## src/rtl/julia_frame_dispatcher_if.sv

```systemverilog
// Core operand/result handshake and pixel stream between the frame dispatcher and its neighbours.
// master = dispatcher side, slave = core + frame-buffer writer side.
interface julia_frame_dispatcher_if #(
    parameter int DATA_WIDTH     = 32,
    parameter int MAX_ITER_WIDTH = 16
);
    logic                             core_start_o;
    logic signed [DATA_WIDTH-1:0]     core_zx_o;
    logic signed [DATA_WIDTH-1:0]     core_zy_o;
    logic signed [DATA_WIDTH-1:0]     core_cx_o;
    logic signed [DATA_WIDTH-1:0]     core_cy_o;
    logic        [MAX_ITER_WIDTH-1:0] core_max_iter_o;
    logic        [MAX_ITER_WIDTH-1:0] core_iter_i;
    logic                             core_done_i;
    logic        [MAX_ITER_WIDTH-1:0] px_tdata_o;
    logic                             px_tvalid_o;
    logic                             px_tready_i;
    logic                             px_tuser_o;
    logic                             px_tlast_o;

    modport master (
        output core_start_o, core_zx_o, core_zy_o, core_cx_o, core_cy_o, core_max_iter_o,
        input  core_iter_i, core_done_i,
        output px_tdata_o, px_tvalid_o, px_tuser_o, px_tlast_o,
        input  px_tready_i
    );

    modport slave (
        input  core_start_o, core_zx_o, core_zy_o, core_cx_o, core_cy_o, core_max_iter_o,
        output core_iter_i, core_done_i,
        input  px_tdata_o, px_tvalid_o, px_tuser_o, px_tlast_o,
        output px_tready_i
    );
endinterface

```

## src/rtl/julia_frame_dispatcher.sv

```systemverilog
// Walks a width x height pixel grid, issuing one core job per pixel and streaming escape counts out.
// Per pixel: 3 cycles + core latency; a low px_tready_i holds the pixel and stalls the next issue.
// Optional JULIA_DISP_ABORT_EN adds abort_i to end a frame early after the in-flight core job drains.
module julia_frame_dispatcher #(
    parameter int INTEGER_BITS    = 8,
    parameter int FRACTIONAL_BITS = 24,
    parameter int DATA_WIDTH      = INTEGER_BITS + FRACTIONAL_BITS,
    parameter int MAX_ITER_WIDTH  = 16,
    parameter int DIM_BITS        = 11
) (
    input  logic                             clk_i,
    input  logic                             rst_i,
    input  logic                             frame_start_i,
    input  logic        [DIM_BITS-1:0]       width_i,
    input  logic        [DIM_BITS-1:0]       height_i,
    input  logic signed [DATA_WIDTH-1:0]     x0_i,
    input  logic signed [DATA_WIDTH-1:0]     y0_i,
    input  logic signed [DATA_WIDTH-1:0]     step_i,
    input  logic signed [DATA_WIDTH-1:0]     cx_i,
    input  logic signed [DATA_WIDTH-1:0]     cy_i,
    input  logic        [MAX_ITER_WIDTH-1:0] max_iter_i,
`ifdef JULIA_DISP_ABORT_EN
    input  logic                             abort_i,
`endif
    output logic                             busy_o,
    output logic                             frame_done_o,
    julia_frame_dispatcher_if.master         bus
);
    localparam logic [2:0] IDLE  = 3'd0;
    localparam logic [2:0] ISSUE = 3'd1;
    localparam logic [2:0] WAIT  = 3'd2;
    localparam logic [2:0] OUT   = 3'd3;
    localparam logic [2:0] FIN   = 3'd4;

    localparam logic [DIM_BITS-1:0] DIM_ONE = 1;

    logic [2:0]                      state;
    logic [DIM_BITS-1:0]             width_q, height_q, col, row;
    logic signed [DATA_WIDTH-1:0]    x0_q, step_q, cx_q, cy_q, zx, zy;
    logic [MAX_ITER_WIDTH-1:0]       max_iter_q, tdata_q;
    logic                            abort_req, abort_pend;
    logic                            last_col, last_row, handshake;

`ifdef JULIA_DISP_ABORT_EN
    assign abort_req = abort_i;
`else
    assign abort_req = 1'b0;
`endif

    assign last_col  = (col == width_q - DIM_ONE);
    assign last_row  = (row == height_q - DIM_ONE);
    assign handshake = (state == OUT) && bus.px_tready_i;

    always_ff @(posedge clk_i) begin
        if (rst_i) begin
            state      <= IDLE;
            width_q    <= '0;
            height_q   <= '0;
            col        <= '0;
            row        <= '0;
            x0_q       <= '0;
            step_q     <= '0;
            cx_q       <= '0;
            cy_q       <= '0;
            zx         <= '0;
            zy         <= '0;
            max_iter_q <= '0;
            tdata_q    <= '0;
            abort_pend <= 1'b0;
        end else begin
            case (state)
                IDLE: begin
                    if (frame_start_i) begin
                        width_q    <= width_i;
                        height_q   <= height_i;
                        x0_q       <= x0_i;
                        step_q     <= step_i;
                        cx_q       <= cx_i;
                        cy_q       <= cy_i;
                        max_iter_q <= max_iter_i;
                        col        <= '0;
                        row        <= '0;
                        zx         <= x0_i;
                        zy         <= y0_i;
                        abort_pend <= 1'b0;
                        state      <= (width_i == '0 || height_i == '0) ? FIN : ISSUE;
                    end
                end
                ISSUE: begin
                    // the core samples start on this edge, so an abort here still has a job to drain
                    if (abort_req) abort_pend <= 1'b1;
                    state <= WAIT;
                end
                WAIT: begin
                    if (bus.core_done_i) begin
                        if (abort_pend || abort_req) begin
                            abort_pend <= 1'b0;
                            state      <= FIN;
                        end else begin
                            tdata_q <= bus.core_iter_i;
                            state   <= OUT;
                        end
                    end else if (abort_req) begin
                        abort_pend <= 1'b1;
                    end
                end
                OUT: begin
                    if (abort_req) begin
                        state <= FIN;
                    end else if (handshake) begin
                        if (last_col && last_row) begin
                            state <= FIN;
                        end else if (last_col) begin
                            col   <= '0;
                            row   <= row + DIM_ONE;
                            zx    <= x0_q;
                            zy    <= zy - step_q;
                            state <= ISSUE;
                        end else begin
                            col   <= col + DIM_ONE;
                            zx    <= zx + step_q;
                            state <= ISSUE;
                        end
                    end
                end
                FIN:     state <= IDLE;
                default: state <= IDLE;
            endcase
        end
    end

    assign busy_o       = (state != IDLE);
    assign frame_done_o = (state == FIN);

    assign bus.core_start_o    = (state == ISSUE);
    assign bus.core_zx_o       = zx;
    assign bus.core_zy_o       = zy;
    assign bus.core_cx_o       = cx_q;
    assign bus.core_cy_o       = cy_q;
    assign bus.core_max_iter_o = max_iter_q;

    assign bus.px_tdata_o  = tdata_q;
    assign bus.px_tvalid_o = (state == OUT);
    assign bus.px_tuser_o  = (state == OUT) && (col == '0) && (row == '0);
    assign bus.px_tlast_o  = (state == OUT) && last_col;
endmodule

```

## src/flat_wrapper.sv

```systemverilog
// flat-port wrapper written by rule: the top's interface ports become plain ports
module julia_frame_dispatcher_flat 
#(
    parameter int INTEGER_BITS    = 8,
    parameter int FRACTIONAL_BITS = 24,
    parameter int DATA_WIDTH      = INTEGER_BITS + FRACTIONAL_BITS,
    parameter int MAX_ITER_WIDTH  = 16,
    parameter int DIM_BITS        = 11
)
  (clk_i, rst_i, frame_start_i, width_i, height_i, x0_i, y0_i, step_i, cx_i, cy_i, max_iter_i, busy_o, frame_done_o, bus_core_start_o, bus_core_zx_o, bus_core_zy_o, bus_core_cx_o, bus_core_cy_o, bus_core_max_iter_o, bus_core_iter_i, bus_core_done_i, bus_px_tdata_o, bus_px_tvalid_o, bus_px_tuser_o, bus_px_tlast_o, bus_px_tready_i);
  julia_frame_dispatcher_if #(.DATA_WIDTH(DATA_WIDTH), .MAX_ITER_WIDTH(MAX_ITER_WIDTH)) bus_i ();
  input  logic clk_i;
  input  logic rst_i;
  input  logic frame_start_i;
  input  logic        [DIM_BITS-1:0] width_i;
  input  logic        [DIM_BITS-1:0] height_i;
  input  logic signed [DATA_WIDTH-1:0] x0_i;
  input  logic signed [DATA_WIDTH-1:0] y0_i;
  input  logic signed [DATA_WIDTH-1:0] step_i;
  input  logic signed [DATA_WIDTH-1:0] cx_i;
  input  logic signed [DATA_WIDTH-1:0] cy_i;
  input  logic        [MAX_ITER_WIDTH-1:0] max_iter_i;
  output logic busy_o;
  output logic frame_done_o;
  output wire logic [$bits(bus_i.core_start_o)-1:0] bus_core_start_o;
  output wire logic [$bits(bus_i.core_zx_o)-1:0] bus_core_zx_o;
  output wire logic [$bits(bus_i.core_zy_o)-1:0] bus_core_zy_o;
  output wire logic [$bits(bus_i.core_cx_o)-1:0] bus_core_cx_o;
  output wire logic [$bits(bus_i.core_cy_o)-1:0] bus_core_cy_o;
  output wire logic [$bits(bus_i.core_max_iter_o)-1:0] bus_core_max_iter_o;
  input wire logic [$bits(bus_i.core_iter_i)-1:0] bus_core_iter_i;
  input wire logic [$bits(bus_i.core_done_i)-1:0] bus_core_done_i;
  output wire logic [$bits(bus_i.px_tdata_o)-1:0] bus_px_tdata_o;
  output wire logic [$bits(bus_i.px_tvalid_o)-1:0] bus_px_tvalid_o;
  output wire logic [$bits(bus_i.px_tuser_o)-1:0] bus_px_tuser_o;
  output wire logic [$bits(bus_i.px_tlast_o)-1:0] bus_px_tlast_o;
  input wire logic [$bits(bus_i.px_tready_i)-1:0] bus_px_tready_i;
  assign bus_core_start_o = bus_i.core_start_o;
  assign bus_core_zx_o = bus_i.core_zx_o;
  assign bus_core_zy_o = bus_i.core_zy_o;
  assign bus_core_cx_o = bus_i.core_cx_o;
  assign bus_core_cy_o = bus_i.core_cy_o;
  assign bus_core_max_iter_o = bus_i.core_max_iter_o;
  assign bus_i.core_iter_i = bus_core_iter_i;
  assign bus_i.core_done_i = bus_core_done_i;
  assign bus_px_tdata_o = bus_i.px_tdata_o;
  assign bus_px_tvalid_o = bus_i.px_tvalid_o;
  assign bus_px_tuser_o = bus_i.px_tuser_o;
  assign bus_px_tlast_o = bus_i.px_tlast_o;
  assign bus_i.px_tready_i = bus_px_tready_i;
  julia_frame_dispatcher #(.INTEGER_BITS(INTEGER_BITS), .FRACTIONAL_BITS(FRACTIONAL_BITS), .DATA_WIDTH(DATA_WIDTH), .MAX_ITER_WIDTH(MAX_ITER_WIDTH), .DIM_BITS(DIM_BITS)) u_core (.clk_i(clk_i), .rst_i(rst_i), .frame_start_i(frame_start_i), .width_i(width_i), .height_i(height_i), .x0_i(x0_i), .y0_i(y0_i), .step_i(step_i), .cx_i(cx_i), .cy_i(cy_i), .max_iter_i(max_iter_i), .busy_o(busy_o), .frame_done_o(frame_done_o), .bus(bus_i));
endmodule
```

## config.mk

```make
export PLATFORM = sky130hd
export DESIGN_NAME = julia_frame_dispatcher_flat
export DESIGN_NICKNAME = d
export VERILOG_FILES = /design/src/rtl/julia_frame_dispatcher_if.sv /design/src/rtl/julia_frame_dispatcher.sv /design/src/flat_wrapper.sv
export SDC_FILE = /design/constraint.sdc
export NUM_CORES = 1
export LEC_CHECK = 0
export CAP_MARGIN = 20
export CORE_ASPECT_RATIO = 1.25
export CORE_MARGIN = 2
export CORE_UTILIZATION = 45
export CTS_BUF_LIST = sky130_fd_sc_hd__clkbuf_4 sky130_fd_sc_hd__clkbuf_8
export DETAILED_ROUTE_END_ITERATION = 12
export PLACE_DENSITY = 0.86
export SKIP_LAST_GASP = 1
export SLEW_MARGIN = 30
export SYNTH_ARGS = -nofsm -noshare
export SYNTH_HDL_FRONTEND = slang
export SYNTH_SLANG_ARGS = --single-unit
```

## constraint.sdc

```tcl
create_clock -name clk_i -period 4.3 [get_ports clk_i]
set_input_delay 1.29 -clock clk_i [delete_from_list [all_inputs] [get_ports clk_i]]
set_output_delay 1.29 -clock clk_i [all_outputs]
set_load 0.01 [all_outputs]
```

Yosys cells after proc, flatten, opt, wreduce, memory -nomap -nowiden
Cells that the tools add are included.

word-level totals
  output and inout bits = 166
  flip-flop bits (word level) = 272
  logic and storage cells = 81
  input bits = 219

cells by class
  bitwise operators = 1
  equal/unequal tests = 11
  $add $sub $neg = 6
  reduce and logical (&&, ||, !) cells = 20
  multiplexer cells = 29

operator list
  operator                                                                  count
  32-bit two-way mux                                                        8
  32-bit case mux with 2 select lines                                       2
  11-bit two-way mux                                                        7
  11-bit zero test                                                          4
  11-bit case mux with 2 select lines                                       2
  32-bit adder                                                              1
  32-bit subtractor                                                         1
  11-bit by 1-bit adder with 11-bit output (second input constant)          2
  11-bit equality test                                                      2
  11-bit by 1-bit subtractor with 11-bit output (second input constant)     2
  3-bit two-way mux                                                         6
  3-bit case mux with 4 select lines                                        1
  3-bit AND reduction                                                       3
  3-bit by 2-bit equality test with 1-bit output (second input constant)    2
  2-bit inequality test (second input constant)                             3
  1-bit logical AND                                                         5
  5-bit AND reduction                                                       1
  2-bit by 1-bit inequality test with 1-bit output (second input constant)  2
  4-bit AND reduction                                                       1
  2-bit nonzero test                                                        2
  3-bit by 1-bit equality test with 1-bit output (second input constant)    1
  3-bit equality test (second input constant)                               1
  3-bit zero test                                                           1
  3-bit nonzero test                                                        1
  5 further kinds                                                           6

Depth between registers and ports, before layout
Gate-level depths: netlist of the first run.

  word-level depth = 6
  depth in mapped cells = 13
  gate-level depth less buffers = 12

Worst setup path before layout of the first run
Ideal clock, no wire load.

  kind = register to output
  start point = register u_core.width_q[0]
  end point = output port bus_px_tlast_o
  data required time = 3.010 ns
  stages on the path, launching flop included = 11
  arrival time = 2.789 ns
  path buffers = 2
  slack = 0.221 ns
  path through = dfxtp_1 > inv_1 > ha_1 > or4b_2 > mux2i_1 > nor4bb_1 > o2bb2ai_2 > or2_4 > clkbuf_1 > clkbuf_1 > nor2_1

between the ends
  cells in the longest elaborated chain, start to end = 3

RTL lines
  element                                        RTL line                       RTL
  start: declaration                             julia_frame_dispatcher.sv:38   logic [DIM_BITS-1:0] width_q, height_q, col, row;
  start signal: assignment                       julia_frame_dispatcher.sv:74   width_q <= width_i;
  11-bit by 1-bit subtractor with 11-bit output  julia_frame_dispatcher.sv:50   assign last_col = (col == width_q - DIM_ONE);
  11-bit equality test                           julia_frame_dispatcher.sv:50
  1-bit logical AND                              julia_frame_dispatcher.sv:145  assign bus.px_tlast_o = (state == OUT) && last_col;
  end: declaration                               flat_wrapper.sv:36             output wire logic [$bits(bus_i.px_tlast_o)-1:0] bus_px_tlast_o;

Every way passes these cells.

Worst setup path after layout of the first run
  start point = register u_core.width_q[7]
  end point = output port bus_px_tlast_o

Same word-level chain as after synthesis.

==> run_results.csv, run 1 <==
group,metric,value,unit
setup_path,max_stage_delay,530,ps
placed_design,gp_congestion,0.9274,
placed_design,dp.cells,2661,
placed_design,io_buffers,384,
clock_tree,cts_buffers,45,
setup_path,path_cells,"or4_4 -> or3_1 -> a2111oi_4 -> o2bb2ai_2 -> or2_4 -> nor2_2 -> buf_4",
die,rows,74,
timing,final_hold_viol_count,0,
synth,avgSynthCellArea,7.529,µm²
routing,route.detailed.drc,0,
routing,via_per_inst,5.696,
synth,ys_ff_latch,271,
timing,relSlewSlack,36.21,%
timing,rsz0062_at_grt,"false",
die,io_pins,385,
hold_path,hp-class,"reg -> reg",
setup_path,required,3010,ps
setup_path,path_class,"reg -> out",
timing,worstMarginPinSlew,956.9,ps
clock_tree,cts_tree,"built",
finish,nets,2579,
die,start_util,45.33,%
setup_path,critPathCaptureType,"output pin",
die,fp.dieW,165.6,µm
grt,grt_first_pass_wirelength,77830,µm
clock_tree,cts_root_buf,"clkbuf_8",
timing,whs,452.2,ps
routing,dr.first_iter.drc_count,1140,
routing,routed_wl,49980,µm
grt,grt_use_total,27.82,%
synth,yosysUniqueCellTypes,75,
finish,num-fill-cells,2795,
clock_tree,clk_pin_slew,60,ps
finish,drive_gt1_share,5.692,%
synth,syn_area,0.01469,mm²
pwr,power_density,406.7,mW/mm²
routing,wl_per_cell,18.24,µm
clock_tree,post_cts.repair.setup_buffers,0,
grt,grt-ovfl-total,0,
grt,grt_max_degree,169,
timing,max_clock_freq,240.3,MHz
finish,seq_area,0.005425,mm²
synth,synth_ff_type,"dfxtp_1",
status,status,"complete, no violations",
grt,grt_pass1_vias,15274,
die,die_area,0.03411,mm²
flow_run,max-cap-violations,0,
pwr,peakVddDrop,0.2946,mV
setup_path,critPathSlowestCell,"or4_4",
clock_tree,cts_buffer_depth,3,
synth,synthCells,1951,
synth,syn_nets,2240,
clock_tree,ctsHoldBuffers,0,
timing,tns,0,ps
pwr,finalPower,8.066,mW
routing,drt_first_pass_iters,5,
grt,antenna_found_initial,4,
clock_tree,cts_max_level,2,
die,core,0.03241,mm²
synth,synth_edf_count,0,
timing,setup_viol,0,
timing,timing.final.crit_share,96.79,%
clock_tree,clock_latency,600,ps
finish,synthToLayoutAreaGrowth,35.01,%
setup_path,start_kind,"register",
timing,slew_violations,0,
setup_path,critical_path.max_fanout,5,
routing,vias,15613,
pwr,p_leak,7.635,nW
synth,yosysSeqAreaShare,36.93,%
placed_design,hpwl,35220,µm
routing,drtAntennaViolNets,0,
finish,multi_input_area,0.008648,mm²
synth,yosys_warnings,0,
timing,fin_skew,34.01,ps
die,fp.dieH,206,µm
clock_tree,clkSinkCount,271,
timing,period_minus_slack,4162,ps
finish,final_cells,2741,
setup_path,arrival,2870,ps
synth,synthArstFlopShare,0,%
-- placed cells by master, fill, tap and decap left out, drive strengths merged, types with 8 or more instances in the layout --
| cell | synthesis | layout |
|---|---|---|
| nor4 | 14 | 14 |
| nand2b | 19 | 19 |
| a21oi | 271 | 271 |
| inv | 60 | 60 |
| mux2i | 23 | 23 |
| nand2 | 485 | 485 |
| nand3 | 23 | 23 |
| a211o | 10 | 10 |
| o31ai | 9 | 9 |
| or3 | 8 | 8 |
| or2 | 9 | 9 |
| clkbuf | 106 | 70 |
| xnor2 | 45 | 45 |
| ha | 68 | 68 |
| nand4 | 16 | 16 |
| and3 | 19 | 19 |
| clkdlybuf4s50 | 0 | 382 |
| a211oi | 34 | 34 |
| buf | 10 | 25 |
| a311oi | 21 | 21 |
| o21a | 13 | 13 |
| nor2 | 118 | 118 |
| nor3 | 33 | 33 |
| o21ai | 69 | 69 |
| dfxtp | 271 | 271 |
| o211ai | 26 | 26 |
| nor3b | 9 | 9 |
| nor2b | 13 | 13 |
| a21o | 19 | 19 |
| a31oi | 8 | 8 |
| xor2 | 40 | 40 |
-- critical path: cells and delay by family, from the launching register on --
family | cells | cell delay [ps]
buf+inv | 1 | 150
flops | 1 | 350
compound gates | 2 | 460
simple gates | 4 | 1310
-- routing by layer --
metal	vias up	routed length (µm)	track usage, %
met5	-	0	0
met2	678	23730	47.67
met4	0	3142	17.83
met3	187	4198	6.836
li1	7468	-	-
met1	7280	18910	31.06
-- final cells by class --
cell class | instances | area share [%]
Multi-Input combinational cell | 1504 | 43.61
Antenna cell | 4 | 0.05047
Tap cell | 418 | 2.637
Timing Repair Buffer | 408 | 20.55
Clock buffer | 69 | 4.347
Sequential cell | 271 | 27.36
Inverter | 60 | 1.136
Clock inverter | 7 | 0.3155
-- Yosys cell counts, types with 4 or more instances --
cell      count  area, µm²
a22oi_1       4      30.03
a21oi_1     271       1356
ha_1         68      850.8
and4_1        5      43.79
and3_1       19      118.9
xor2_1       40      350.3
clkbuf_1    106      397.9
o21a_1       13      97.59
nand2b_1     19      118.9
nor3b_1       9      67.56
a211o_1      10      87.58
nor4_1       14      87.58
nor3_1       32      160.2
inv_1        60      225.2
nand2_1     485       1821
o21ai_0      68      340.3
o211ai_1     26      195.2
o31ai_1       8      60.06
a311oi_1     21      183.9
a21o_1       19      142.6
buf_1         4      15.01
and2_1        7      43.79
buf_2         5      25.02
nor2b_1      13      81.33
or3_1         8      50.05
nor2_1      117      439.2
or2_2         8      50.05
o21bai_1      6      45.04
xnor2_1      45      394.1
dfxtp_1     271       5425
nand4_1      16      100.1
a211oi_1     34      255.2
nand3_1      23      115.1
o311ai_0      4      35.03
mux2i_1      23      230.2
a31oi_1       8      50.05
o22ai_1       4      25.02
-- state kept, by name (all words and copies together), names as in the netlist --
signal / flops
u_core.bus.core_cx_o: 32
u_core.bus.core_cy_o: 32
u_core.bus.core_zx_o: 32
u_core.bus.core_zy_o: 32
u_core.step_q: 32
u_core.x0_q: 32
u_core.bus.core_max_iter_o: 16
u_core.bus.px_tdata_o: 16
u_core.col: 11
u_core.height_q: 11
u_core.row: 11
u_core.width_q: 11
u_core.state: 3
-- cell families after synthesis --
logic type,count (synthesis),share of synthesized area [%]
xor+xnor,85,5.068
flops,271,36.93
simple gates,795,23.67
fa+ha+maj,70,6.065
compound gates,531,22.10
buf+inv,176,4.591
mux,23,1.567
-- through the flow --
step | worst slack (ps) | cell area, µm² | utilization [%]
floorplan | 220.9 | 14690 | -
global placement | 224.8 | 18870 | 58.22
detailed placement | 176.4 | 18870 | 58.22
CTS | 81.02 | 19810 | 61.13
global route | 28.29 | 19820 | 61.17
finish | 138.2 | 19830 | 61.20
-- what timing repair did --
item | 4_1_cts | 5_1_grt
setup endpoints to repair | 1 | 1
pin swaps | 1 | 0
gates resized for setup | 7 | 3
-- report_power, final --
group	internal [mW]	switching, mW	total, mW
Sequential	2.75	0.207	2.96
Combinational	1.23	1.48	2.70
Clock	1.33	1.08	2.40
Total	5.30	2.76	8.07
-- final timing paths --
check                                                to  slack [ps]  depth (start not counted)                                 start
setup / recovery                         bus_px_tlast_o         140                          7        u_core.width_q[7]$_SDFFE_PP0P_
hold / removal     u_core.bus.core_cy_o[3]$_SDFFE_PP0P_         450                          2  u_core.bus.core_cy_o[3]$_SDFFE_PP0P_
setup reg to reg  u_core.bus.core_zy_o[30]$_SDFFE_PP0P_         470                         12  u_core.bus.core_zy_o[0]$_SDFFE_PP0P_
hold reg to reg    u_core.bus.core_cy_o[3]$_SDFFE_PP0P_         450                          2  u_core.bus.core_cy_o[3]$_SDFFE_PP0P_
No activity file was read; power rests on OpenSTA's default activity.
==> inputs of run 2 (changes only) <==
--- a/config.mk
+++ b/config.mk
@@ -10,8 +10,10 @@
 export CORE_MARGIN = 2
 export CORE_UTILIZATION = 45
 export CTS_BUF_LIST = sky130_fd_sc_hd__clkbuf_4 sky130_fd_sc_hd__clkbuf_8
+export CTS_CLUSTER_DIAMETER = 80
 export DETAILED_ROUTE_END_ITERATION = 12
 export PLACE_DENSITY = 0.86
+export SKIP_CTS_REPAIR_TIMING = 1
 export SKIP_LAST_GASP = 1
 export SLEW_MARGIN = 30
 export SYNTH_ARGS = -nofsm -noshare
==> run_results.csv, run 2 (synthesis gave the netlist of run 1 again) <==
group,metric,value,unit
pwr,power_density,406.6,mW/mm²
finish,synthToLayoutAreaGrowth,35.01,%
timing,slew_violations,0,
routing,route.detailed.drc,0,
die,rows,74,
setup_path,arrival,2890,ps
setup_path,critPathCaptureType,"output pin",
status,status,"complete, no violations",
timing,final_hold_viol_count,0,
flow_run,max-cap-violations,0,
setup_path,cp.depth,7,
setup_path,r2r-end,"u_core.bus.core_zy_o[30]$_SDFFE_PP0P_",
setup_path,cp_num_buf_inv,1,
routing,drtAntennaViolNets,0,
finish,drive_gt1_share,5.692,%
pwr,p_leak,7.635,nW
grt,grt_pass1_vias,15261,
placed_design,gp_congestion,0.9274,
setup_path,max_stage_delay,520,ps
pwr,peakVddDrop,0.2957,mV
routing,wl_per_cell,18.25,µm
die,die_area,0.03411,mm²
routing,drt_first_pass_iters,6,
finish,layout_common_cells,"nand2_1 (484), clkdlybuf4s50_1 (382), a21oi_1 (271), dfxtp_1 (271), nor2_1 (116)",
hold_path,min_from,"u_core.bus.core_cy_o[3]$_SDFFE_PP0P_",
setup_path,cpLargestDelayFamily,"simple AND/OR/NAND/NOR gates",
setup_path,critPathSlowestCell,"or4_4",
routing,routed_wl,50020,µm
die,fp.dieH,206,µm
setup_path,required,3010,ps
setup_path,critPathCapture,"bus_px_tlast_o",
setup_path,path_cells,"or4_4 -> or3_1 -> a2111oi_4 -> o2bb2ai_2 -> or2_4 -> nor2_2 -> buf_4",
timing,rsz0062_at_grt,"false",
hold_path,hp-class,"reg -> reg",
setup_path,r2r_slack,510,ps
setup_path,start_kind,"register",
finish,num-fill-cells,2795,
timing,relSlewSlack,36.38,%
clock_tree,cts_tree,"built",
setup_path,crit_start,"u_core.width_q[7]$_SDFFE_PP0P_",
setup_path,r2r-start,"u_core.bus.core_zy_o[0]$_SDFFE_PP0P_",
setup_path,reg2reg_depth,12,
placed_design,io_buffers,384,
routing,via_per_inst,5.713,
grt,antenna_found_initial,4,
setup_path,path_class,"reg -> out",
clock_tree,cts_buffer_depth,3,
clock_tree,cts_max_level,2,
timing,max_clock_freq,239.4,MHz
placed_design,hpwl,35220,µm
clock_tree,cts_buffers,45,
die,fp.dieW,165.6,µm
clock_tree,clock_latency,600,ps
clock_tree,clk_pin_slew,60,ps
timing,fin_skew,35.16,ps
grt,grt_first_pass_wirelength,77580,µm
die,start_util,45.33,%
finish,final_area,0.01983,mm²
setup_path,critical_path.max_fanout,5,
die,io_pins,385,
finish,nets,2579,
finish,layout_commonest_cell,"nand2_1",
placed_design,placed_cell_area,0.01887,mm²
grt,grt_use_total,27.74,%
timing,worstMarginPinSlew,954.3,ps
die,core,0.03241,mm²
timing,period_minus_slack,4178,ps
timing,setup_viol,0,
timing,tns,0,ps
timing,timing.final.crit_share,97.15,%
clock_tree,cts_root_buf,"clkbuf_8",
routing,vias,15658,
grt,grt-ovfl-total,0,
clock_tree,clkSinkCount,271,
grt,grt_max_degree,169,
routing,dr.first_iter.drc_count,1167,
[run 2: cell counts in the layout (fill, tap and decap cells not counted)]
Identical to the previous run, type by type.
[run 2: worst min path at each step]
stage	endpoint	cells after the start	slack, ps
5_1_grt	u_core.bus.core_cx_o[30]$_SDFFE_PP0P_	2	470
2_1_floorplan	u_core.x0_q[10]$_SDFFE_PP0P_	2	430
6_report	u_core.bus.core_cy_o[3]$_SDFFE_PP0P_	2	450
4_1_cts	u_core.bus.core_cx_o[15]$_SDFFE_PP0P_	2	450
3_3_place_gp	u_core.x0_q[31]$_SDFFE_PP0P_	2	440
3_5_place_dp	u_core.x0_q[15]$_SDFFE_PP0P_	2	450
[run 2: stage by stage]
step	total power [mW]	instances	util, %	hold slack, ps	setup WS (ps)
floorplan	4.623	1951	-	431.7	220.9
global placement	5.573	2661	58.22	437.2	224.8
detailed placement	5.658	2661	58.22	446.9	176.4
CTS	8.066	2737	61.08	453.8	-470.1
global route	8.487	2738	61.17	467.0	18.96
finish	8.063	2741	61.20	452.5	122.4
[run 2: cell type report]
cell class / count / area (µm²) / area share, %
clock inverters: 7 / 62.56 / 0.3155
clock buffers: 69 / 862.1 / 4.347
inverters: 60 / 225.2 / 1.136
flip-flops and latches: 271 / 5425 / 27.36
repair buffers: 408 / 4075 / 20.55
diodes: 4 / 10.01 / 0.05047
well taps: 418 / 523.0 / 2.637
multi-input cells: 1504 / 8648 / 43.61
[run 2: worst reg2reg max path, stage by stage, from the launching register on]
cell       delay, ps
dfxtp_1          330
inv_1             60
ha_1             230
fa_1             460
nand2b_1         200
a211oi_1         570
o2111ai_1        230
a21oi_1          270
o31ai_1          170
o311ai_0         640
a21oi_1          130
mux2i_1          150
a311oi_1         240
[run 2: power by group]
part,switching (mW),total (mW),internal (mW)
Sequential,0.207,2.96,2.75
Clock,1.07,2.40,1.33
Combinational,1.48,2.70,1.23
[run 2: routing by layer]
| metal | vias to the layer above | global-route usage [%] | routed length (µm) |
|---|---|---|---|
| met3 | 188 | 6.875 | 4184 |
| met1 | 7302 | 30.95 | 18870 |
| li1 | 7463 | - | - |
| met4 | 0 | 17.83 | 3214 |
| met2 | 705 | 47.47 | 23760 |
| met5 | - | 0 | 0 |
